--- config.mk ---
export PLATFORM = sky130hd
export DESIGN_NAME = uart_rx_flat
export DESIGN_NICKNAME = d
export VERILOG_FILES = /design/src/rtl/uart_pkg.sv /design/src/rtl/uart_rx_if.sv /design/src/rtl/uart_rx_sync_3ff.sv /design/src/rtl/uart_rx.sv /design/src/flat_wrapper.sv
export SDC_FILE = /design/constraint.sdc
export NUM_CORES = 1
export LEC_CHECK = 0
export BUFFER_PORTS_ARGS = -buffer_cell sky130_fd_sc_hd__buf_2
export CAP_MARGIN = 40
export CORE_AREA = 2 2 68 70
export DETAILED_ROUTE_END_ITERATION = 8
export DIE_AREA = 0 0 70 72
export SLEW_MARGIN = 20
export SYNTH_ARGS = -nofsm -noshare
export SYNTH_HDL_FRONTEND = slang
export SYNTH_SLANG_ARGS = --single-unit
--- constraint.sdc ---
create_clock -name sclk -period 3.3 [get_ports sclk]
set_input_delay 0.165 -clock sclk [delete_from_list [all_inputs] [get_ports sclk]]
set_output_delay 0.165 -clock sclk [all_outputs]
set_load 0.01 [all_outputs]
--- src/rtl/uart_pkg.sv ---
// Shared UART constants and frame-field helpers for uart_rx and uart_tx.
package uart_pkg;

  localparam int unsigned BAUD_END   = 5208;
  localparam int unsigned BAUD_MID   = BAUD_END / 2 - 1;
  localparam int unsigned BIT_END    = 10;
  localparam int unsigned BAUD_CNT_W = 13;
  localparam int unsigned BIT_CNT_W  = 4;

  localparam logic START_BIT = 1'b0;
  localparam logic STOP_BIT  = 1'b1;

  typedef enum logic [1:0] {
    FIELD_START,
    FIELD_DATA,
    FIELD_STOP
  } field_e;

  // Classifies a bit index within the frame; last_idx is the stop-bit index.
  function automatic field_e field_of(input logic [BIT_CNT_W-1:0] idx,
                                      input int unsigned last_idx);
    field_e f;
    if (idx == '0)
      f = FIELD_START;
    else if (idx == BIT_CNT_W'(last_idx))
      f = FIELD_STOP;
    else
      f = FIELD_DATA;
    return f;
  endfunction

endpackage

--- src/rtl/uart_rx_if.sv ---
// Serial line in, received byte and status strobes out.
interface uart_rx_if;

  logic       rs232_rx;
  logic [7:0] rx_data;
  logic       rx_flag;
  logic       frame_err;
  logic       busy;

  modport master (
    output rs232_rx,
    input  rx_data,
    input  rx_flag,
    input  frame_err,
    input  busy
  );

  modport slave (
    input  rs232_rx,
    output rx_data,
    output rx_flag,
    output frame_err,
    output busy
  );

endinterface

--- src/rtl/uart_rx_sync_3ff.sv ---
// Three-flop synchroniser for the serial line with falling-edge detect.
module sync_3ff (
  input  logic sclk,
  input  logic s_rst,
  input  logic i_rx,
  output logic o_rx_sync,
  output logic o_rx_fall
);

  logic r_rx1;
  logic r_rx2;
  logic r_rx3;

  // Reset to idle-high so no spurious start is seen on an idle line.
  always_ff @(posedge sclk or posedge s_rst) begin
    if (s_rst) begin
      r_rx1 <= 1'b1;
      r_rx2 <= 1'b1;
      r_rx3 <= 1'b1;
    end else begin
      r_rx1 <= i_rx;
      r_rx2 <= r_rx1;
      r_rx3 <= r_rx2;
    end
  end

  assign o_rx_sync = r_rx2;
  assign o_rx_fall = r_rx3 & ~r_rx2;

endmodule

--- src/rtl/uart_rx.sv ---
// 8N1 LSB-first UART receiver: rebuilds bytes, strobes good ones, flags framing errors.
import uart_pkg::*;

module uart_rx #(
  parameter int unsigned BAUD_END = uart_pkg::BAUD_END,
  parameter int unsigned BAUD_MID = BAUD_END / 2 - 1,
  parameter int unsigned BIT_END  = uart_pkg::BIT_END
) (
  input  logic      sclk,
  input  logic      s_rst,
  uart_rx_if.slave  bus
);

  logic                  w_rx_sync;
  logic                  w_rx_fall;
  logic                  w_bit_flag;
  field_e                w_field;

  logic                  r_work_en;
  logic [BAUD_CNT_W-1:0] r_baud_cnt;
  logic [BIT_CNT_W-1:0]  r_bit_cnt;
  logic [7:0]            r_shift_reg;
  logic [7:0]            r_rx_data;
  logic                  r_rx_flag;
  logic                  r_frame_err;

  sync_3ff u_sync (
    .sclk      (sclk),
    .s_rst     (s_rst),
    .i_rx      (bus.rs232_rx),
    .o_rx_sync (w_rx_sync),
    .o_rx_fall (w_rx_fall)
  );

  assign w_bit_flag = r_work_en && (r_baud_cnt == BAUD_CNT_W'(BAUD_MID));
  assign w_field    = field_of(r_bit_cnt, BIT_END - 1);

  always_ff @(posedge sclk or posedge s_rst) begin
    if (s_rst) begin
      r_work_en   <= 1'b0;
      r_baud_cnt  <= '0;
      r_bit_cnt   <= '0;
      r_shift_reg <= '0;
      r_rx_data   <= '0;
      r_rx_flag   <= 1'b0;
      r_frame_err <= 1'b0;
    end else begin
      r_rx_flag   <= 1'b0;
      r_frame_err <= 1'b0;
      if (!r_work_en) begin
        r_baud_cnt <= '0;
        r_bit_cnt  <= '0;
        if (w_rx_fall)
          r_work_en <= 1'b1;
      end else begin
        if (r_baud_cnt == BAUD_CNT_W'(BAUD_END - 1))
          r_baud_cnt <= '0;
        else
          r_baud_cnt <= r_baud_cnt + 1'b1;

        if (w_bit_flag) begin
          r_bit_cnt <= (w_field == FIELD_STOP) ? '0 : r_bit_cnt + 1'b1;
          case (w_field)
            FIELD_START: begin
              if (w_rx_sync != START_BIT)
                r_work_en <= 1'b0;
            end
            FIELD_DATA: begin
              r_shift_reg[3'(r_bit_cnt - 1'b1)] <= w_rx_sync;
            end
            FIELD_STOP: begin
              // Dropping work_en at mid-stop lets a back-to-back start edge be caught.
              r_work_en <= 1'b0;
              if (w_rx_sync == STOP_BIT) begin
                r_rx_data <= r_shift_reg;
                r_rx_flag <= 1'b1;
              end else begin
                r_frame_err <= 1'b1;
              end
            end
            default: ;
          endcase
        end
      end
    end
  end

  assign bus.rx_data   = r_rx_data;
  assign bus.rx_flag   = r_rx_flag;
  assign bus.frame_err = r_frame_err;
  assign bus.busy      = r_work_en;

endmodule

--- src/flat_wrapper.sv ---
// flat-port wrapper written by rule: the top's interface ports become plain ports
module uart_rx_flat 
#(
  parameter int unsigned BAUD_END = uart_pkg::BAUD_END,
  parameter int unsigned BAUD_MID = BAUD_END / 2 - 1,
  parameter int unsigned BIT_END  = uart_pkg::BIT_END
)
  (sclk, s_rst, bus_rs232_rx, bus_rx_data, bus_rx_flag, bus_frame_err, bus_busy);
  uart_rx_if bus_i ();
  input  logic sclk;
  input  logic s_rst;
  input wire logic [$bits(bus_i.rs232_rx)-1:0] bus_rs232_rx;
  output wire logic [$bits(bus_i.rx_data)-1:0] bus_rx_data;
  output wire logic [$bits(bus_i.rx_flag)-1:0] bus_rx_flag;
  output wire logic [$bits(bus_i.frame_err)-1:0] bus_frame_err;
  output wire logic [$bits(bus_i.busy)-1:0] bus_busy;
  assign bus_i.rs232_rx = bus_rs232_rx;
  assign bus_rx_data = bus_i.rx_data;
  assign bus_rx_flag = bus_i.rx_flag;
  assign bus_frame_err = bus_i.frame_err;
  assign bus_busy = bus_i.busy;
  uart_rx #(.BAUD_END(BAUD_END), .BAUD_MID(BAUD_MID), .BIT_END(BIT_END)) u_core (.sclk(sclk), .s_rst(s_rst), .bus(bus_i));
endmodule
Word level (Yosys, flattened, before mapping)
Cells that the tools add are included.
{"block": "word_totals", "output_inout_bits": 11, "regBits": 39, "wordCells": 51}
{"block": "op_classes", "n_lt_le_gt_ge": 2, "n_bitwise": 2, "addsub": 3, "eq_ne": 6, "n_mux": 22, "reduce_logical": 6}
{"op": "$mux 13", "n": 2}
{"op": "$add 13x1->13 const B", "n": 1}
{"op": "$eq 13x12->1 const B", "n": 1}
{"op": "$eq 13x13->1 const B", "n": 1}
{"op": "$mux 1", "n": 12}
{"op": "$mux 4", "n": 3}
{"op": "$bwmux 8", "n": 1}
{"op": "$add 4x1->4 const B", "n": 1}
{"op": "$eq 4x4->1 const B", "n": 1}
{"op": "$logic_not 4->1", "n": 1}
{"op": "$lt 3x4->1 const B", "n": 1}
{"op": "$mux 2", "n": 2}
{"op": "$reduce_and 4->1", "n": 1}
{"op": "$demux 1 s3", "n": 1}
{"op": "$ge 3x1->1 const B", "n": 1}
{"op": "$reduce_and 3->1", "n": 1}
{"op": "$sub 3x1->3 const B", "n": 1}
{"op": "$eq 2x1->1 const B", "n": 1}
{"op": "$eq 2x2->1 const B", "n": 1}
{"op": "$logic_and 1x1->1", "n": 2}
{"op": "$logic_not 2->1", "n": 1}
{"op": "$ne 2x1->1 const B", "n": 1}
{"op": "$pmux 1 s2", "n": 1}
{"op": "$and 1x1->1", "n": 1}
{"op": "$not 1->1", "n": 1}

Longest topological paths before layout
Gate-level depths: netlist of the first run.
{"block": "logic_depth", "ltp_word": 7, "mapped_depth": 7, "depth_no_buf": 6}

Hierarchy
A second synthesis of the first run with hierarchy kept.
{"block": "hier_totals", "cells_unflattened": 163, "hier_area_um2": 1893.1}
{"module": "uart_rx", "area_per_inst_um2": 1796.7, "cells_each": 158, "n_inst": 1, "seq_area_each_um2": 900.9}
{"module": "sync_3ff", "area_per_inst_um2": 96.3, "cells_each": 5, "n_inst": 1, "seq_area_each_um2": 78.8}

Worst setup path before layout of the first run
OpenSTA, ideal clock, no wires.
{"block": "synth_path", "kind": "reg2reg", "from": "reg u_core.r_bit_cnt[0]", "to": "reg u_core.r_shift_reg[1]", "path_stages_with_launch": 8, "setup_ns": 0.128, "t_required_ns": 3.172, "arrival_time_ns": 1.849, "path_slack_ns": 1.324, "synth_period_minus_slack_ns": 1.976, "cell_sequence": "dfrtp_1 clkbuf_1 inv_1 ha_1 a211oi_1 a21oi_1 nor4_1 mux2_1"}
{"block": "synth_between", "elab_chain_len": 6}
{"element": "from (decl)", "line": "uart_rx.sv:21", "source": "logic [BIT_CNT_W-1:0] r_bit_cnt;"}
{"element": "from (signal assigned)", "line": "uart_rx.sv:62", "source": "r_bit_cnt <= (w_field == FIELD_STOP) ? '0 : r_bit_cnt + 1'b1;"}
{"element": "$sub 3x1->3", "line": "uart_rx.sv:69", "source": "r_shift_reg[3'(r_bit_cnt - 1'b1)] <= w_rx_sync;"}
{"element": "$lt 3x4->1 (not written as such) or $ge 3x1->1 (tied branches)", "line": "uart_rx.sv:69"}
{"element": "$logic_and 1x1->1 (not written as such)", "line": "uart_rx.sv:69"}
{"element": "$mux 1 (not written as such)", "line": "uart_rx.sv:69"}
{"element": "$demux 1 s3"}
{"element": "$bwmux 8", "line": "uart_rx.sv:69"}
{"element": "to (signal, indexed assignment)", "line": "uart_rx.sv:69"}
{"element": "to (decl)", "line": "uart_rx.sv:22", "source": "logic [7:0] r_shift_reg;"}
Parallel ways exist; a longest one is shown, timed or not.
A chain may end at the register's enable or synchronous reset.

Worst setup path in the final report of the first run
{"block": "layout_path", "from": "reg u_core.r_bit_cnt[0]", "to": "reg u_core.r_shift_reg[6]"}
Same word-level chain as after synthesis.

==> impl_metrics.toml, run 1 <==
[detailed_routing]
vias_per_cell = 5.42
wire_per_inst_um = 13.9
drt-pass1-iter-count = 4
routed_wl_um = 3230
drt_iter0_markers = 81
drtAntennaViolNets = 0
vias = 1264
drc = 0

[worst_setup_path]
crit_required_ns = 3.48
timing.rr.start = "u_core.r_bit_cnt[0]$_DFFE_PP0P_"
cp.arrival_ns = 2.34
crit_start = "u_core.r_bit_cnt[0]$_DFFE_PP0P_"
cp_max_fo = 11
cp-end-kind = "flip-flop"
worst-setup-path-type = "reg -> reg"
crit_path_start_kind = "flip-flop"

[timing]
max_freq_mhz = 461
skew_ns = 0.00734
period_needed_ns = 2.17
max_slew_margin_pct = 60.0
fin_setup_tns_ns = 0
tightestPinTransition_ns = 0.597
hold_violations = 0
fin_ws_ns = 1.13
fin_crit_sh_pct = 65.7
finalSetupViolCount = 0
drv_slew = 0
rsz0062_at_grt = "false"

[final_layout]
num-nets-final = 187
final_cell_area_mm2 = 0.00210
fillers = 392
drive_gt1_share_pct = 18.8
largest_register_ff_count = 13
area_growth_pct = 11.8
diodes = 0
fin_cells = 233

[clocking]
cts_buffers = 5
clk_pin_slew_ns = 0.07
postCtsSetupBuffers = 0
clock_path_buffers = 2
cts_resized = 0
cts_tree = "built"
cts_max_level = 2
cts.sinks = 39
clk_latency_ns = 0.29
cts_root_buffer = "clkbuf_8"

[pwr]
leakage_uw = 0.000990
combinationalPowerShare_pct = 12.2
total_power_uw = 1050
switchingPower_uw = 274
intPower_uw = 775
vdd_drop_max_mv = 0.318
swShare_pct = 26.1
p_per_area_mw_per_mm2 = 500
seqPwrFrac_pct = 55.2
pwr-share-clk_pct = 32.6

[logic_synthesis]
avgSynthCellArea_um2 = 11.4
yosysWarningCount = 0
synth_edf_count = 0
yosysUniqueCellTypes = 46
yosys_register_bits = 39
synth_area_mm2 = 0.00188
ys_seq_area_share_pct = 52.2
synthCells = 164
syn_nets = 171
ys_async_sr_fraction_pct = 100
synthFlopType = "dfrtp_1"

[global_routing]
grt_pass1_wl_um = 5750
grt_usage_pct = 14.4
grt-ovfl-total = 0
grt_pass1_vias = 1293
grt_max_degree = 40
grt_antenna_before_repair = 0

[min_path]
hp-start = "u_core.u_sync.r_rx1$_DFF_PP1_"
hp-class = "reg -> reg"

[placed_design]
dp_hpwl_um = 2230
place_area_mm2 = 0.00198
port_buffers = 13
place_ws_ns = 1.15
dp.cells = 223
routabilityCongestion = 0.836

[die]
die_h_um = 72
rows = 24
floorplan.die.width_um = 70
start_util_pct = 44.0
coreArea_mm2 = 0.00426
die_area_mm2 = 0.00504
io_pins = 14

[status]
status = "complete, no violations"

[job]
maxCapViolCount = 0
-- power by group through the flow --
| stage | Clock, uW | Combinational [uW] | Sequential [uW] |
|---|---|---|---|
| finish | 342 | 129 | 579 |
| global route | 378 | 148 | 584 |
| CTS | 357 | 132 | 577 |
| detailed placement | 0 | 130 | 585 |
| global placement | 0 | 124 | 583 |
| floorplan | 0 | 109 | 570 |
-- placed cells by master, fill, tap and decap left out, types with 3 or more instances in the layout --
cell type	count
nor4_1	6
nor2_1	14
o211ai_1	3
dfrtp_1	36
clkbuf_8	7
mux2_1	11
buf_2	13
mux2_2	5
nand3_1	7
inv_1	6
nand2_1	10
dfstp_2	3
xor2_1	8
and2_1	4
a21oi_1	3
nand4_1	3
ha_1	4
-- per-stage QoR --
step	util, %	hold slack (ns)
2_1_floorplan	-	0.169
3_3_place_gp	46.4	0.271
3_5_place_dp	46.4	0.273
4_1_cts	49.2	0.362
5_1_grt	49.2	0.366
6_report	49.2	0.357
-- synthesized netlist by cell type (2+ instances only) --
cell      instances  area (um2)
dfrtp_1          36         901
nor2_1           14        52.6
mux2_1           11         124
nand2_1          10        37.5
xor2_1            8        70.1
nand3_1           7        35.0
inv_1             6        22.5
nor4_1            6        37.5
mux2_2            5        56.3
and2_1            4        25.0
clkbuf_1          4        15.0
ha_1              4        50.1
a21oi_1           3        15.0
dfstp_2           3        78.8
nand4_1           3        18.8
o211ai_1          3        22.5
a21boi_1          2        15.0
and4_1            2        17.5
buf_2             2        10.0
mux2i_1           2        20.0
nor2b_1           2        12.5
nor3_2            2        20.0
nor4bb_1          2        20.0
-- final cells by class --
class / instances / area (um2) / share of cell area (%)
multi-input cells: 112 / 838 / 40.0
clock buffers: 8 / 100 / 4.77
flip-flops and latches: 39 / 980 / 46.7
well taps: 52 / 65.1 / 3.10
repair buffers: 16 / 92.6 / 4.41
inverters: 6 / 22.5 / 1.07
-- routing by layer --
layer,vias to the layer above,global-route usage (%),routed length (um)
met2,12,25.5,1650
met1,633,16.6,1430
met3,5,4.17,96
li1,614,-,-
met5,-,0,0
met4,0,5.77,55
-- cells by family (layout without fill, tap and decap cells) --
family,after synthesis,count (layout),share of synthesized area (%)
simple gates,66,66,21.7
flops,39,39,52.2
buf+inv,13,30,3.13
compound gates,15,15,5.47
fa+ha+maj,4,4,2.67
xor+xnor,9,9,4.20
mux,18,18,10.7
-- worst paths after layout --
path | to | slack (ns) | cells after the start
setup / recovery | u_core.r_shift_reg[6]$_DFFE_PP0P_ | 1.13 | 6
hold / removal | u_core.u_sync.o_rx_sync$_DFF_PP1_ | 0.36 | 0
setup reg to reg | u_core.r_shift_reg[6]$_DFFE_PP0P_ | 1.13 | 6
hold reg to reg | u_core.u_sync.o_rx_sync$_DFF_PP1_ | 0.36 | 0
max in group asynchronous | u_core.u_sync.r_rx1$_DFF_PP1_ | 2.41 | 4
min in group asynchronous | u_core.r_shift_reg[7]$_DFFE_PP0P_ | 0.53 | 4
-- critical path, cell delays in order (launching register included) --
cell and delay (ns):
dfrtp_1 0.49, inv_1 0.16, ha_1 0.24, nor4bb_1 0.31, a21oi_1 0.15, nor4_1 0.36, mux2_1 0.36
-- what timing repair did --
item | 4_1_cts | 5_1_grt
endpoints found under the setup margin | 0 | 0
hold buffers | 2 | 0
hold endpoints to repair | 19 | 0
Note: power is estimated with default switching activity, not from simulation.
==> inputs of run 2 (changes only) <==
==> constraint.sdc (replaced) <==
create_clock -name sclk -period 2.1 [get_ports sclk]
set_input_delay 0.105 -clock sclk [delete_from_list [all_inputs] [get_ports sclk]]
set_output_delay 0.105 -clock sclk [all_outputs]
set_load 0.01 [all_outputs]
==> impl_metrics.toml, run 2 (synthesized netlist as in run 1, its figures left out) <==
[timing]
max_slew_margin_pct = 59.5
hold_slack_ns = 0.360
period_needed_ns = 1.98
max_freq_mhz = 506
drv_slew = 0
hold_violations = 0
skew_ns = 0.00686
fin_crit_sh_pct = 94.1
finalSetupViolCount = 0
fin_ws_ns = 0.123
tightestPinTransition_ns = 0.604

[worst_setup_path]
worst-setup-path-type = "reg -> reg"
cp_top_family = "simple AND/OR/NAND/NOR gates"
cpPeakStageDelay_ns = 0.40
crit_slowest_cell = "dfrtp_1"
r2r_slack_ns = 0.12
crit_buf_inv = 1
crit_path_start_kind = "flip-flop"
cp-end-kind = "flip-flop"
cp.depth = 6
crit_required_ns = 2.26
endpoint = "u_core.r_shift_reg[5]$_DFFE_PP0P_"
timing.rr.start = "u_core.r_bit_cnt[0]$_DFFE_PP0P_"
cp.arrival_ns = 2.14
worstReg2RegEnd = "u_core.r_shift_reg[5]$_DFFE_PP0P_"
reg2regPathDepth = 6
cp_max_fo = 5
path_cells = "inv_1 -> ha_1 -> nor4bb_2 -> a21oi_1 -> nor4_2 -> mux2_1"
crit_start = "u_core.r_bit_cnt[0]$_DFFE_PP0P_"

[die]
coreArea_mm2 = 0.00426
rows = 24
die_area_mm2 = 0.00504
floorplan.die.width_um = 70
start_util_pct = 44.0
io_pins = 14
die_h_um = 72

[detailed_routing]
drtAntennaViolNets = 0
routed_wl_um = 3300
vias_per_cell = 5.32
drc = 0
wire_per_inst_um = 13.9
vias = 1266
drt-pass1-iter-count = 4
drt_iter0_markers = 71

[pwr]
combinationalPowerShare_pct = 13.3
seqPwrFrac_pct = 56.9
pwr-share-clk_pct = 29.8
intPower_uw = 1160
leakage_uw = 0.00101
vdd_drop_max_mv = 0.530
switchingPower_uw = 435
swShare_pct = 27.3
total_power_uw = 1590
p_per_area_mw_per_mm2 = 744

[global_routing]
grt_usage_pct = 15.2
grt_pass1_wl_um = 6000
grt_max_degree = 40
grt-ovfl-total = 0
grt_pass1_vias = 1264
grt_antenna_before_repair = 0

[clocking]
cts_buffers = 5
cts.sinks = 39
postCtsSetupBuffers = 0
cts_root_buffer = "clkbuf_8"
clock_path_buffers = 2
clk_pin_slew_ns = 0.07
clk_latency_ns = 0.29
cts_tree = "built"
cts_max_level = 2

[job]
maxCapViolCount = 0

[final_layout]
final_cell_area_mm2 = 0.00214
num-nets-final = 192
drive_gt1_share_pct = 22.6
diodes = 0
final_util_pct = 50.2
area_growth_pct = 14.1
final_cell_mix = "dfrtp_1 (36), nor2_1 (14), buf_2 (13)"
final_common_cell = "dfrtp_1"
largest_register_ff_count = 13

[placed_design]
dp_hpwl_um = 2270
port_buffers = 13
place_area_mm2 = 0.00202
place_ws_ns = 0.116
routabilityCongestion = 0.847

[status]
status = "complete, no violations"

[min_path]
hp-class = "reg -> reg"
[run 2: changes by cell type in the layout (fill, tap and decap cells not counted), sizes merged]
| cell | before | now |
|---|---|---|
| buf | 14 | 19 |
| clkbuf | 8 | 7 |
| clkinv | 0 | 1 |
[run 2: timing repair]
| action | CTS | global route |
|---|---|---|
| endpoints found under the setup margin | 0 | 3 |
| hold buffers | 2 | 0 |
| endpoints found under the hold margin | 37 | 0 |
| gates resized for setup | 0 | 4 |
[run 2: final cells by class]
cell class	count	area [um2]
Clock buffer	7	76.3
Inverter	6	22.5
Fill cell	406	2120
Sequential cell	39	980
Timing Repair Buffer	21	130
Tap cell	52	65.1
Multi-Input combinational cell	112	863
Clock inverter	1	5.00
[run 2: power by group through the flow]
stage,clock network (uW),logic [uW],registers (uW)
after floorplan,0,171,895
after global placement,0,207,915
after detailed placement,0,213,920
after CTS,503,218,907
after global routing,535,246,922
final,475,212,907
[run 2: per-layer routing]
layer / vias up / share of wire (%) / global-route usage, % / wire length (um)
li1: 625 / - / - / -
met1: 624 / 45 / 17.8 / 1480
met2: 12 / 50 / 26.0 / 1660
met3: 5 / 2.8 / 4.58 / 93
met4: 0 / 1.8 / 6.41 / 60
met5: - / 0 / 0 / 0
[run 2: how the worst min path moves through the flow]
stage,to,cells past startpoint,from,slack (ns)
global placement,u_core.u_sync.r_rx1$_DFF_PP1_,1,bus_rs232_rx,0.21
CTS,u_core.u_sync.o_rx_sync$_DFF_PP1_,0,u_core.u_sync.r_rx1$_DFF_PP1_,0.36
global route,u_core.u_sync.o_rx_sync$_DFF_PP1_,0,u_core.u_sync.r_rx1$_DFF_PP1_,0.37
floorplan,u_core.u_sync.r_rx1$_DFF_PP1_,0,bus_rs232_rx,0.11
finish,u_core.u_sync.o_rx_sync$_DFF_PP1_,0,u_core.u_sync.r_rx1$_DFF_PP1_,0.36
detailed placement,u_core.u_sync.r_rx1$_DFF_PP1_,1,bus_rs232_rx,0.22
[run 2: per-stage QoR]
| step | std cells | TNS [ns] |
|---|---|---|
| 4_1_cts | 238 | 0 |
| 5_1_grt | 238 | -0.00593 |
| 6_report | 238 | 0 |
| 2_1_floorplan | 164 | 0 |
| 3_5_place_dp | 228 | 0 |
| 3_3_place_gp | 228 | 0 |
==> inputs of run 3 (changes only) <==
--- a/config.mk
+++ b/config.mk
@@ -7,9 +7,11 @@
 export LEC_CHECK = 0
 export BUFFER_PORTS_ARGS = -buffer_cell sky130_fd_sc_hd__buf_2
 export CAP_MARGIN = 40
-export CORE_AREA = 2 2 68 70
+export CORE_AREA = 2 2 58 82
+export CTS_BUF_LIST = sky130_fd_sc_hd__clkbuf_8
 export DETAILED_ROUTE_END_ITERATION = 8
-export DIE_AREA = 0 0 70 72
+export DIE_AREA = 0 0 60 84
+export SETUP_SLACK_MARGIN = 0.1
 export SLEW_MARGIN = 20
 export SYNTH_ARGS = -nofsm -noshare
 export SYNTH_HDL_FRONTEND = slang
==> impl_metrics.toml, run 3 (synthesized netlist as in run 1, its figures left out) <==
[detailed_routing]
routed_wl_um = 3520
routed-wl-met2_um = 1940
vias = 1323
wl_met1_um = 1400
top_layer = "met4"
drc = 0
drtAntennaViolNets = 0
drt_iter0_markers = 45
vias_per_cell = 5.27
wire_per_inst_um = 14.0
dr_wl_met3_um = 95
drt-pass1-iter-count = 4

[timing]
drv_slew = 0
fin_crit_sh_pct = 94.8
finalSetupViolCount = 0
tightestPinTransition_ns = 0.477
skew_ns = 0.00904
fin_setup_tns_ns = 0
max_slew_margin_pct = 68.2
rsz0062_at_grt = "true"
fin_ws_ns = 0.109
hold_violations = 0
period_needed_ns = 1.99
max_freq_mhz = 502

[pwr]
swShare_pct = 25.3
combinationalPowerShare_pct = 12.0
total_power_uw = 1750
switchingPower_uw = 443
intPower_uw = 1310
seqPwrFrac_pct = 51.6
p_per_area_mw_per_mm2 = 790
pwr-share-clk_pct = 36.5
leakage_uw = 0.00103
vdd_drop_max_mv = 0.480

[worst_setup_path]
cp_max_fo = 5
worst-setup-path-type = "reg -> reg"
crit_required_ns = 2.28
cp-end-kind = "flip-flop"
timing.rr.start = "u_core.r_bit_cnt[0]$_DFFE_PP0P_"
crit_path_start_kind = "flip-flop"
cp.arrival_ns = 2.17
crit_start = "u_core.r_bit_cnt[0]$_DFFE_PP0P_"

[die]
die_area_mm2 = 0.00504
die_h_um = 84
floorplan.die.width_um = 60
rows = 29
start_util_pct = 42.7
coreArea_mm2 = 0.00439
io_pins = 14

[clocking]
postCtsSetupBuffers = 0
clk_latency_ns = 0.29
cts_root_buffer = "clkbuf_8"
clock_path_buffers = 2
cts_tree = "built"
clk_pin_slew_ns = 0.08
cts.sinks = 39
cts_max_level = 2
cts_buffers = 5

[final_layout]
fillers = 385
fin_cells = 251
diodes = 0
final_common_cell = "dfrtp_1"
num-nets-final = 195
area_growth_pct = 18.1
drive_gt1_share_pct = 25.9
final_cell_mix = "dfrtp_1 (36), nor2_1 (14), buf_2 (13)"
final_util_pct = 50.5
largest_register_ff_count = 13

[global_routing]
grt_antenna_before_repair = 0
grt-ovfl-total = 0
grt_pass1_wl_um = 5960
grt_pass1_vias = 1356
grt_max_degree = 40
grt_usage_pct = 15.9

[placed_design]
port_buffers = 13
dp.cells = 240
dp_hpwl_um = 2490
routabilityCongestion = 0.820
place_ws_ns = 0.0903

[min_path]
hp-start = "u_core.u_sync.r_rx1$_DFF_PP1_"
hp-class = "reg -> reg"

[job]
maxCapViolCount = 0

[status]
status = "complete, no violations"
[run 3: what timing repair did]
item,4_1_cts,5_1_grt
resized for setup,0,7
setup endpoints to repair,1,13
endpoints found under the hold margin,37,0
pin swaps,1,2
hold buffers,2,0
cloned,0,1
[run 3: layer usage]
layer / up-vias / GRT usage (%)
met4: 0 / 7.88
li1: 631 / -
met3: 8 / 3.88
met1: 662 / 16.1
met5: - / 0
met2: 22 / 28.6
[run 3: layout make-up]
| cell class | count | area, um2 | share of cell area [%] |
|---|---|---|---|
| inverters | 6 | 22.5 | 1.02 |
| flip-flops and latches | 39 | 980 | 44.2 |
| well taps | 62 | 77.6 | 3.50 |
| clock buffers | 6 | 82.6 | 3.72 |
| clock inverters | 2 | 35.0 | 1.58 |
| repair buffers | 23 | 145 | 6.55 |
| multi-input cells | 113 | 875 | 39.4 |
[run 3: worst max-delay path, stage by stage, from the launching register on]
cell	delay (ns)
dfrtp_1	0.44
inv_1	0.12
ha_2	0.23
nor4bb_4	0.32
a21oi_2	0.09
nor4_1	0.32
mux2_1	0.35
[run 3: power groups by stage]
stage	Combinational (uW)	Clock [uW]	Sequential, uW
2_1_floorplan	171	0	895
3_3_place_gp	208	0	914
3_5_place_dp	209	0	917
4_1_cts	215	663	902
5_1_grt	251	695	914
6_report	210	639	904
[run 3: worst paths after layout]
kind,endpoint,slack (ns),cells past startpoint
min,u_core.u_sync.o_rx_sync$_DFF_PP1_,0.36,0
min reg2reg,u_core.u_sync.o_rx_sync$_DFF_PP1_,0.36,0
max,u_core.r_shift_reg[7]$_DFFE_PP0P_,0.11,6
max reg2reg,u_core.r_shift_reg[7]$_DFFE_PP0P_,0.11,6
min in group asynchronous,u_core.bus.rx_data[5]$_DFFE_PP0P_,0.47,4
max in group asynchronous,u_core.u_sync.r_rx3$_DFF_PP1_,1.28,4
[run 3: per-stage QoR]
stage | instance area (um2) | hold slack (ns)
6_report | 2220 | 0.356
5_1_grt | 2220 | 0.365
4_1_cts | 2180 | 0.358
3_5_place_dp | 2040 | 0.213
3_3_place_gp | 2040 | 0.211
2_1_floorplan | 1880 | 0.109
